$ cat src/rtl/lsu_pkg.sv
// Shared constants for the load/store unit: Funct3 codes, FSM encoding,
// base byte-enable patterns and the Funct3 legality check.
package lsu_pkg;

  localparam logic [2:0] F3_B  = 3'b000;
  localparam logic [2:0] F3_H  = 3'b001;
  localparam logic [2:0] F3_W  = 3'b010;
  localparam logic [2:0] F3_BU = 3'b100;
  localparam logic [2:0] F3_HU = 3'b101;

  localparam logic [1:0] ST_IDLE = 2'd0;
  localparam logic [1:0] ST_BUSY = 2'd1;
  localparam logic [1:0] ST_DONE = 2'd2;

  localparam logic [3:0] BE_BYTE = 4'b0001;
  localparam logic [3:0] BE_HALF = 4'b0011;
  localparam logic [3:0] BE_WORD = 4'b1111;

  // Stores only have signed-size encodings; loads also accept BU/HU.
  function automatic logic f3_legal(input logic [2:0] f3, input logic is_store);
    logic ok;
    ok = (f3 == F3_B) || (f3 == F3_H) || (f3 == F3_W);
    if (!is_store) begin
      ok = ok || (f3 == F3_BU) || (f3 == F3_HU);
    end
    return ok;
  endfunction

endpackage

$ cat src/rtl/load_store_unit_if.sv
// Data-memory port between the load/store unit (master) and memory (slave).
interface load_store_unit_if #(
  parameter int DATA_LENGTH = 32,
  parameter int ADDR_LENGTH = 32
);
  logic                   MemReq;
  logic                   MemWE;
  logic [ADDR_LENGTH-1:0] MemAddr;
  logic [3:0]             MemBE;
  logic [DATA_LENGTH-1:0] MemWData;
  logic                   MemAck;
  logic [DATA_LENGTH-1:0] MemRData;

  modport master (
    output MemReq, MemWE, MemAddr, MemBE, MemWData,
    input  MemAck, MemRData
  );

  modport slave (
    input  MemReq, MemWE, MemAddr, MemBE, MemWData,
    output MemAck, MemRData
  );
endinterface

$ cat src/rtl/load_store_align.sv
// Combinational byte-lane steering: builds store enables/data from the live
// request and extracts/extends load data from the returned word.
module load_store_align
  import lsu_pkg::*;
(
  input  logic [2:0]  st_funct3,
  input  logic [1:0]  st_offset,
  input  logic [31:0] store_data,
  output logic [3:0]  be,
  output logic [31:0] wdata,
  input  logic [2:0]  ld_funct3,
  input  logic [1:0]  ld_offset,
  input  logic [31:0] rdata,
  output logic [31:0] load_word
);

  logic [31:0] shifted;

  // Store side: lane-replicate the data so any enabled lane sees the right byte.
  always_comb begin
    be    = BE_WORD;
    wdata = store_data;
    case (st_funct3[1:0])
      2'b00: begin
        be    = BE_BYTE << st_offset;
        wdata = {4{store_data[7:0]}};
      end
      2'b01: begin
        be    = BE_HALF << st_offset;
        wdata = {2{store_data[15:0]}};
      end
      default: begin
        be    = BE_WORD;
        wdata = store_data;
      end
    endcase
  end

  // Load side: bring the addressed lane down to bit 0, then size and extend.
  always_comb begin
    shifted = rdata >> {ld_offset, 3'b000};
    case (ld_funct3)
      F3_B:    load_word = {{24{shifted[7]}}, shifted[7:0]};
      F3_H:    load_word = {{16{shifted[15]}}, shifted[15:0]};
      F3_BU:   load_word = {24'd0, shifted[7:0]};
      F3_HU:   load_word = {16'd0, shifted[15:0]};
      default: load_word = shifted;
    endcase
  end

endmodule

$ cat src/rtl/load_store_unit.sv
// Multi-cycle load/store unit: IDLE/BUSY/DONE handshake to data memory,
// combinational stall to freeze the core, one-cycle fault on bad requests.
module load_store_unit
  import lsu_pkg::*;
#(
  parameter int DATA_LENGTH = 32,
  parameter int ADDR_LENGTH = 32
) (
  input  logic                   clk,
  input  logic                   rst,
  input  logic                   MemRead,
  input  logic                   MemWrite,
  input  logic [2:0]             Funct3,
  input  logic [ADDR_LENGTH-1:0] Address,
  input  logic [DATA_LENGTH-1:0] StoreData,
  output logic [DATA_LENGTH-1:0] LoadData,
  output logic                   Stall,
  output logic                   Fault,
  load_store_unit_if.master      mem
);

  logic [1:0]  state;
  logic [1:0]  off_q;
  logic [2:0]  f3_q;
  logic        op;
  logic        bad;
  logic        misalign;
  logic [3:0]  be;
  logic [31:0] wdata;
  logic [31:0] load_word;

  load_store_align u_align (
    .st_funct3  (Funct3),
    .st_offset  (Address[1:0]),
    .store_data (StoreData),
    .be         (be),
    .wdata      (wdata),
    .ld_funct3  (f3_q),
    .ld_offset  (off_q),
    .rdata      (mem.MemRData),
    .load_word  (load_word)
  );

  // Request decode: an op is rejected if misaligned, illegal size, or both read and write.
  always_comb begin
    op       = MemRead | MemWrite;
    misalign = ((Funct3[1:0] == 2'b01) & Address[0]) |
               ((Funct3[1:0] == 2'b10) & (Address[1:0] != 2'b00));
    bad      = misalign | ~f3_legal(Funct3, MemWrite) | (MemRead & MemWrite);
    Fault    = ~rst & (state == ST_IDLE) & op & bad;
    Stall    = ~rst & (((state == ST_IDLE) & op & ~bad) | (state == ST_BUSY));
  end

  // FSM and registered memory-port/result state.
  always_ff @(posedge clk) begin
    if (rst) begin
      state        <= ST_IDLE;
      LoadData     <= '0;
      mem.MemReq   <= 1'b0;
      mem.MemWE    <= 1'b0;
      mem.MemAddr  <= '0;
      mem.MemBE    <= '0;
      mem.MemWData <= '0;
      off_q        <= '0;
      f3_q         <= '0;
    end else begin
      case (state)
        ST_IDLE: begin
          if (op && !bad) begin
            mem.MemReq   <= 1'b1;
            mem.MemWE    <= MemWrite;
            mem.MemAddr  <= {Address[ADDR_LENGTH-1:2], 2'b00};
            mem.MemBE    <= be;
            mem.MemWData <= wdata;
            off_q        <= Address[1:0];
            f3_q         <= Funct3;
            state        <= ST_BUSY;
          end
        end
        ST_BUSY: begin
          if (mem.MemAck) begin
            mem.MemReq <= 1'b0;
            if (!mem.MemWE) begin
              LoadData <= load_word;
            end
            state <= ST_DONE;
          end
        end
        ST_DONE: state <= ST_IDLE;
        default: state <= ST_IDLE;
      endcase
    end
  end

endmodule
$ cat src/flat_wrapper.sv
// flat-port wrapper written by rule: the top's interface ports become plain ports
module load_store_unit_flat import lsu_pkg::*;
#(
  parameter int DATA_LENGTH = 32,
  parameter int ADDR_LENGTH = 32
)
  (clk, rst, MemRead, MemWrite, Funct3, Address, StoreData, LoadData, Stall, Fault, mem_MemReq, mem_MemWE, mem_MemAddr, mem_MemBE, mem_MemWData, mem_MemAck, mem_MemRData);
  load_store_unit_if #(.DATA_LENGTH(DATA_LENGTH), .ADDR_LENGTH(ADDR_LENGTH)) mem_i ();
  input  logic clk;
  input  logic rst;
  input  logic MemRead;
  input  logic MemWrite;
  input  logic [2:0] Funct3;
  input  logic [ADDR_LENGTH-1:0] Address;
  input  logic [DATA_LENGTH-1:0] StoreData;
  output logic [DATA_LENGTH-1:0] LoadData;
  output logic Stall;
  output logic Fault;
  output wire logic [$bits(mem_i.MemReq)-1:0] mem_MemReq;
  output wire logic [$bits(mem_i.MemWE)-1:0] mem_MemWE;
  output wire logic [$bits(mem_i.MemAddr)-1:0] mem_MemAddr;
  output wire logic [$bits(mem_i.MemBE)-1:0] mem_MemBE;
  output wire logic [$bits(mem_i.MemWData)-1:0] mem_MemWData;
  input wire logic [$bits(mem_i.MemAck)-1:0] mem_MemAck;
  input wire logic [$bits(mem_i.MemRData)-1:0] mem_MemRData;
  assign mem_MemReq = mem_i.MemReq;
  assign mem_MemWE = mem_i.MemWE;
  assign mem_MemAddr = mem_i.MemAddr;
  assign mem_MemBE = mem_i.MemBE;
  assign mem_MemWData = mem_i.MemWData;
  assign mem_i.MemAck = mem_MemAck;
  assign mem_i.MemRData = mem_MemRData;
  load_store_unit #(.DATA_LENGTH(DATA_LENGTH), .ADDR_LENGTH(ADDR_LENGTH)) u_core (.clk(clk), .rst(rst), .MemRead(MemRead), .MemWrite(MemWrite), .Funct3(Funct3), .Address(Address), .StoreData(StoreData), .LoadData(LoadData), .Stall(Stall), .Fault(Fault), .mem(mem_i));
endmodule
$ cat config.mk
export PLATFORM = sky130hd
export DESIGN_NAME = load_store_unit_flat
export DESIGN_NICKNAME = d
export VERILOG_FILES = /design/src/rtl/lsu_pkg.sv /design/src/rtl/load_store_unit_if.sv /design/src/rtl/load_store_align.sv /design/src/rtl/load_store_unit.sv /design/src/flat_wrapper.sv
export SDC_FILE = /design/constraint.sdc
export NUM_CORES = 1
export LEC_CHECK = 0
export ABC_AREA = 1
export BUFFER_PORTS_ARGS = -buffer_cell sky130_fd_sc_hd__buf_4
export CORE_MARGIN = 2
export CORE_UTILIZATION = 45
export DETAILED_ROUTE_END_ITERATION = 16
export GPL_TIMING_DRIVEN = 0
export PLACE_DENSITY = 0.77
export SLEW_MARGIN = 20
export SYNTH_ARGS = -nofsm -noshare
export SYNTH_HDL_FRONTEND = slang
export SYNTH_SLANG_ARGS = --single-unit
$ cat constraint.sdc
create_clock -name clk -period 3.51 [get_ports clk]
set_input_delay 0.1755 -clock clk [delete_from_list [all_inputs] [get_ports clk]]
set_output_delay 0.1755 -clock clk [all_outputs]
set_load 0.01 [all_outputs]
==> out/qor.yml <==
finalPower_mw: 2.96
drt_pre_antenna_iters: 5
final_layout_size_suffix_gt1_share_pct: 27.5
drt-initial-drc-count: 619
fin_crit_sh_pct: 56.9
hold_class: "input port to register"
slew_viol_final: 0
cp_num_cells: 6
chipWidth_um: 112
routedWlPerCell_um: 15.3
netSwitchingFraction_pct: 28.5
cp-startpoint: "u_core.state[1]"
core_area_um2: 11400
htree_levels: 3
drc: 0
vdd_drop_max_v: 0.000327
rsz0062_at_grt: "no"
cpLargestDelayFamily: "simple AND/OR/NAND/NOR gates"
grtUsageTotal_pct: 27.6
die_h_um: 112
grt_pass1_wl_um: 27800
gp_congestion: 0.938
p_per_area_nw_per_um2: 412
outcome: "finished clean"
syn_inst: 781
synth_seq_cells: 107
synthTopCellsByArea: "dfxtp_1, nand2_1, nand3_1"
combPwrFrac_pct: 21.6
setup_viol: 0
worst_pin_slew_ps: 614
p_leak_nw: 3.48
worstSetupPathType: "register to output port"
clk_path_buf_depth: 2
ys_types: 28
cts_buffers: 9
crit_fanout: 10
synth_warnings: 0
grt_overflow: 0
finalHoldViolCount: 0
final_cells: 1141
antenna_left: 0
synth_top_area_share_pct: 41.1
avgViaCountPerCell: 5.19
totalNegativeSetupSlack_ps: 0
cp-endpoint: "Stall"
max_slew_margin_pct: 59.1
power_switching_uw: 843
vias: 5924
pwr-share-clk_pct: 33.9
finalNetCount: 1099
hold_slack_ps: 97.0
final_common_cell: "nand2_1"
cts_hold_repair.buffers: 0
num_antenna_cells: 0
port_buffers: 202
antenna_found_initial: 0
cts_resized: 0
grt_pass1_vias: 5538
fill_cells: 1110
cts.sinks: 107
cts_tree: "built"
final_cell_mix: "nand2_1, buf_4, nand3_1, dfxtp_1, a21oi_1"
syn_area_per_cell_um2: 6.67
yosys.area.top_type: "dfxtp_1"
cp-start-kind: "register"
seq_area_frac_synth_pct: 41.1
critPathBufInv: 2
clock.fmax_mhz: 501
postCtsSetupRepairBufs: 0
pwr-share-seq_pct: 44.5
cts_root_buf: "clkbuf_16"
r2r_setup_slack_ps: 1760
worstSkewPairLatency_ps: 350
worstPathRequired_ps: 3330
syn_area_um2: 5210
fin_util_pct: 63.3
crit_path_end_kind: "output port"
num_rows: 39
clk_pin_slew_ps: 70
dp_hpwl_um: 13400
p_int_mw: 2.12
die_area_um2: 12500
drt_wl_total_um: 17500
cap_violations: 0
cpPeakStageDelay_ps: 310
reg2reg_depth: 8
area_growth_pct: 38.1
fin_crit_ps: 2000
timing.rr.end: "u_core.LoadData[15]"
grt_max_degree: 16
dpl.cell_count: 1127
critPathArrivalTime_ps: 1820
initial_core_util_pct: 45.8
r2r_start: "u_core.state[0]"
worstPathCellList: "or2_1, nor2_4, nand3_2, buf_2, a21oi_1, buf_4"
fin_skew_ps: 9.46
cpMaxStageDelayCell: "dfxtp_1"
ioPinCount: 208
power groups by stage:
stage	Combinational, mW	Sequential, mW	Clock [mW]
2_1_floorplan	0.314	1.37	0
3_3_place_gp	0.630	1.34	0
3_5_place_dp	0.634	1.34	0
4_1_cts	0.637	1.32	1.02
5_1_grt	0.703	1.32	1.07
6_report	0.640	1.32	1.01
worst min-delay path: stages:
cell and delay [ps]:
buf_4 110, nand3_1 70, a21oi_1 50
through the flow:
step | instance area (um2) | setup WS (ps)
2_1_floorplan | 5220 | 2120
3_3_place_gp | 6910 | 1770
3_5_place_dp | 6910 | 1760
4_1_cts | 7190 | 1490
5_1_grt | 7190 | 1390
6_report | 7190 | 1510
synth_stat cells:
| cell type | number |
|---|---|
| nand2_1 | 216 |
| nand3_1 | 115 |
| dfxtp_1 | 107 |
| a21oi_1 | 87 |
| nor2_1 | 70 |
| inv_1 | 48 |
| o21ai_0 | 33 |
| clkbuf_1 | 21 |
| buf_2 | 18 |
| nand2_2 | 12 |
| a21oi_2 | 10 |
| nor3_1 | 8 |
| buf_1 | 7 |
| buf_6 | 7 |
| buf_4 | 5 |
| inv_2 | 2 |
| nand3_2 | 2 |
| nand4_1 | 2 |
| o211ai_1 | 2 |
| a21oi_4 | 1 |
| clkbuf_2 | 1 |
| conb_1 | 1 |
| nand3b_1 | 1 |
| nor2_4 | 1 |
| nor4_1 | 1 |
| o21a_1 | 1 |
| or2_1 | 1 |
| or2_2 | 1 |
state kept, by name, indices dropped and copies added (netlist names):
name	cells
u_core.LoadData	32
u_core.f3_q	3
u_core.mem.MemAddr	30
u_core.mem.MemBE	4
u_core.mem.MemReq	1
u_core.mem.MemWData	32
u_core.mem.MemWE	1
u_core.off_q	2
u_core.state	2
routing by layer:
| metal | up-vias | global-route usage [%] | part of all wire (%) |
|---|---|---|---|
| met5 | - | 0 | 0 |
| met4 | 0 | 10.4 | 2.8 |
| met2 | 253 | 45.3 | 46 |
| met3 | 36 | 7.29 | 8.8 |
| li1 | 2954 | - | - |
| met1 | 2681 | 35.0 | 42 |
final cells by class:
type                            count  area (um2)  area share [%]
Buffer                             59         317            4.40
Clock buffer                       12         246            3.43
Clock inverter                      2        37.5           0.522
Inverter                           50         188            2.61
Multi-Input combinational cell    566        2570            35.7
Sequential cell                   107        2140            29.8
Tap cell                          143         179            2.49
Timing Repair Buffer              202        1520            21.1
how the worst min path moves through the flow:
stage | start | end | slack, ps | cells past startpoint
6_report | Address[2] | u_core.mem.MemAddr[2] | 100 | 3
5_1_grt | Address[8] | u_core.mem.MemAddr[8] | 100 | 3
4_1_cts | Address[2] | u_core.mem.MemAddr[2] | 90 | 3
3_5_place_dp | u_core.mem.MemAddr[25] | u_core.mem.MemAddr[25] | 450 | 2
3_3_place_gp | mem_MemAck | u_core.state[1] | 440 | 3
2_1_floorplan | mem_MemAck | u_core.state[1] | 320 | 2
cell families (layout without fill, tap and decap cells):
logic type / Yosys count / after routing / synth area share [%]
and+or+nand+nor: 430 / 430 / 35.2
buffers and inverters: 109 / 325 / 9.68
AOI/OAI and AO/OA: 134 / 134 / 13.9
DFF: 107 / 107 / 41.1
other: 1 / 2 / 0.0720
Power figures use the tool's default switching activity.
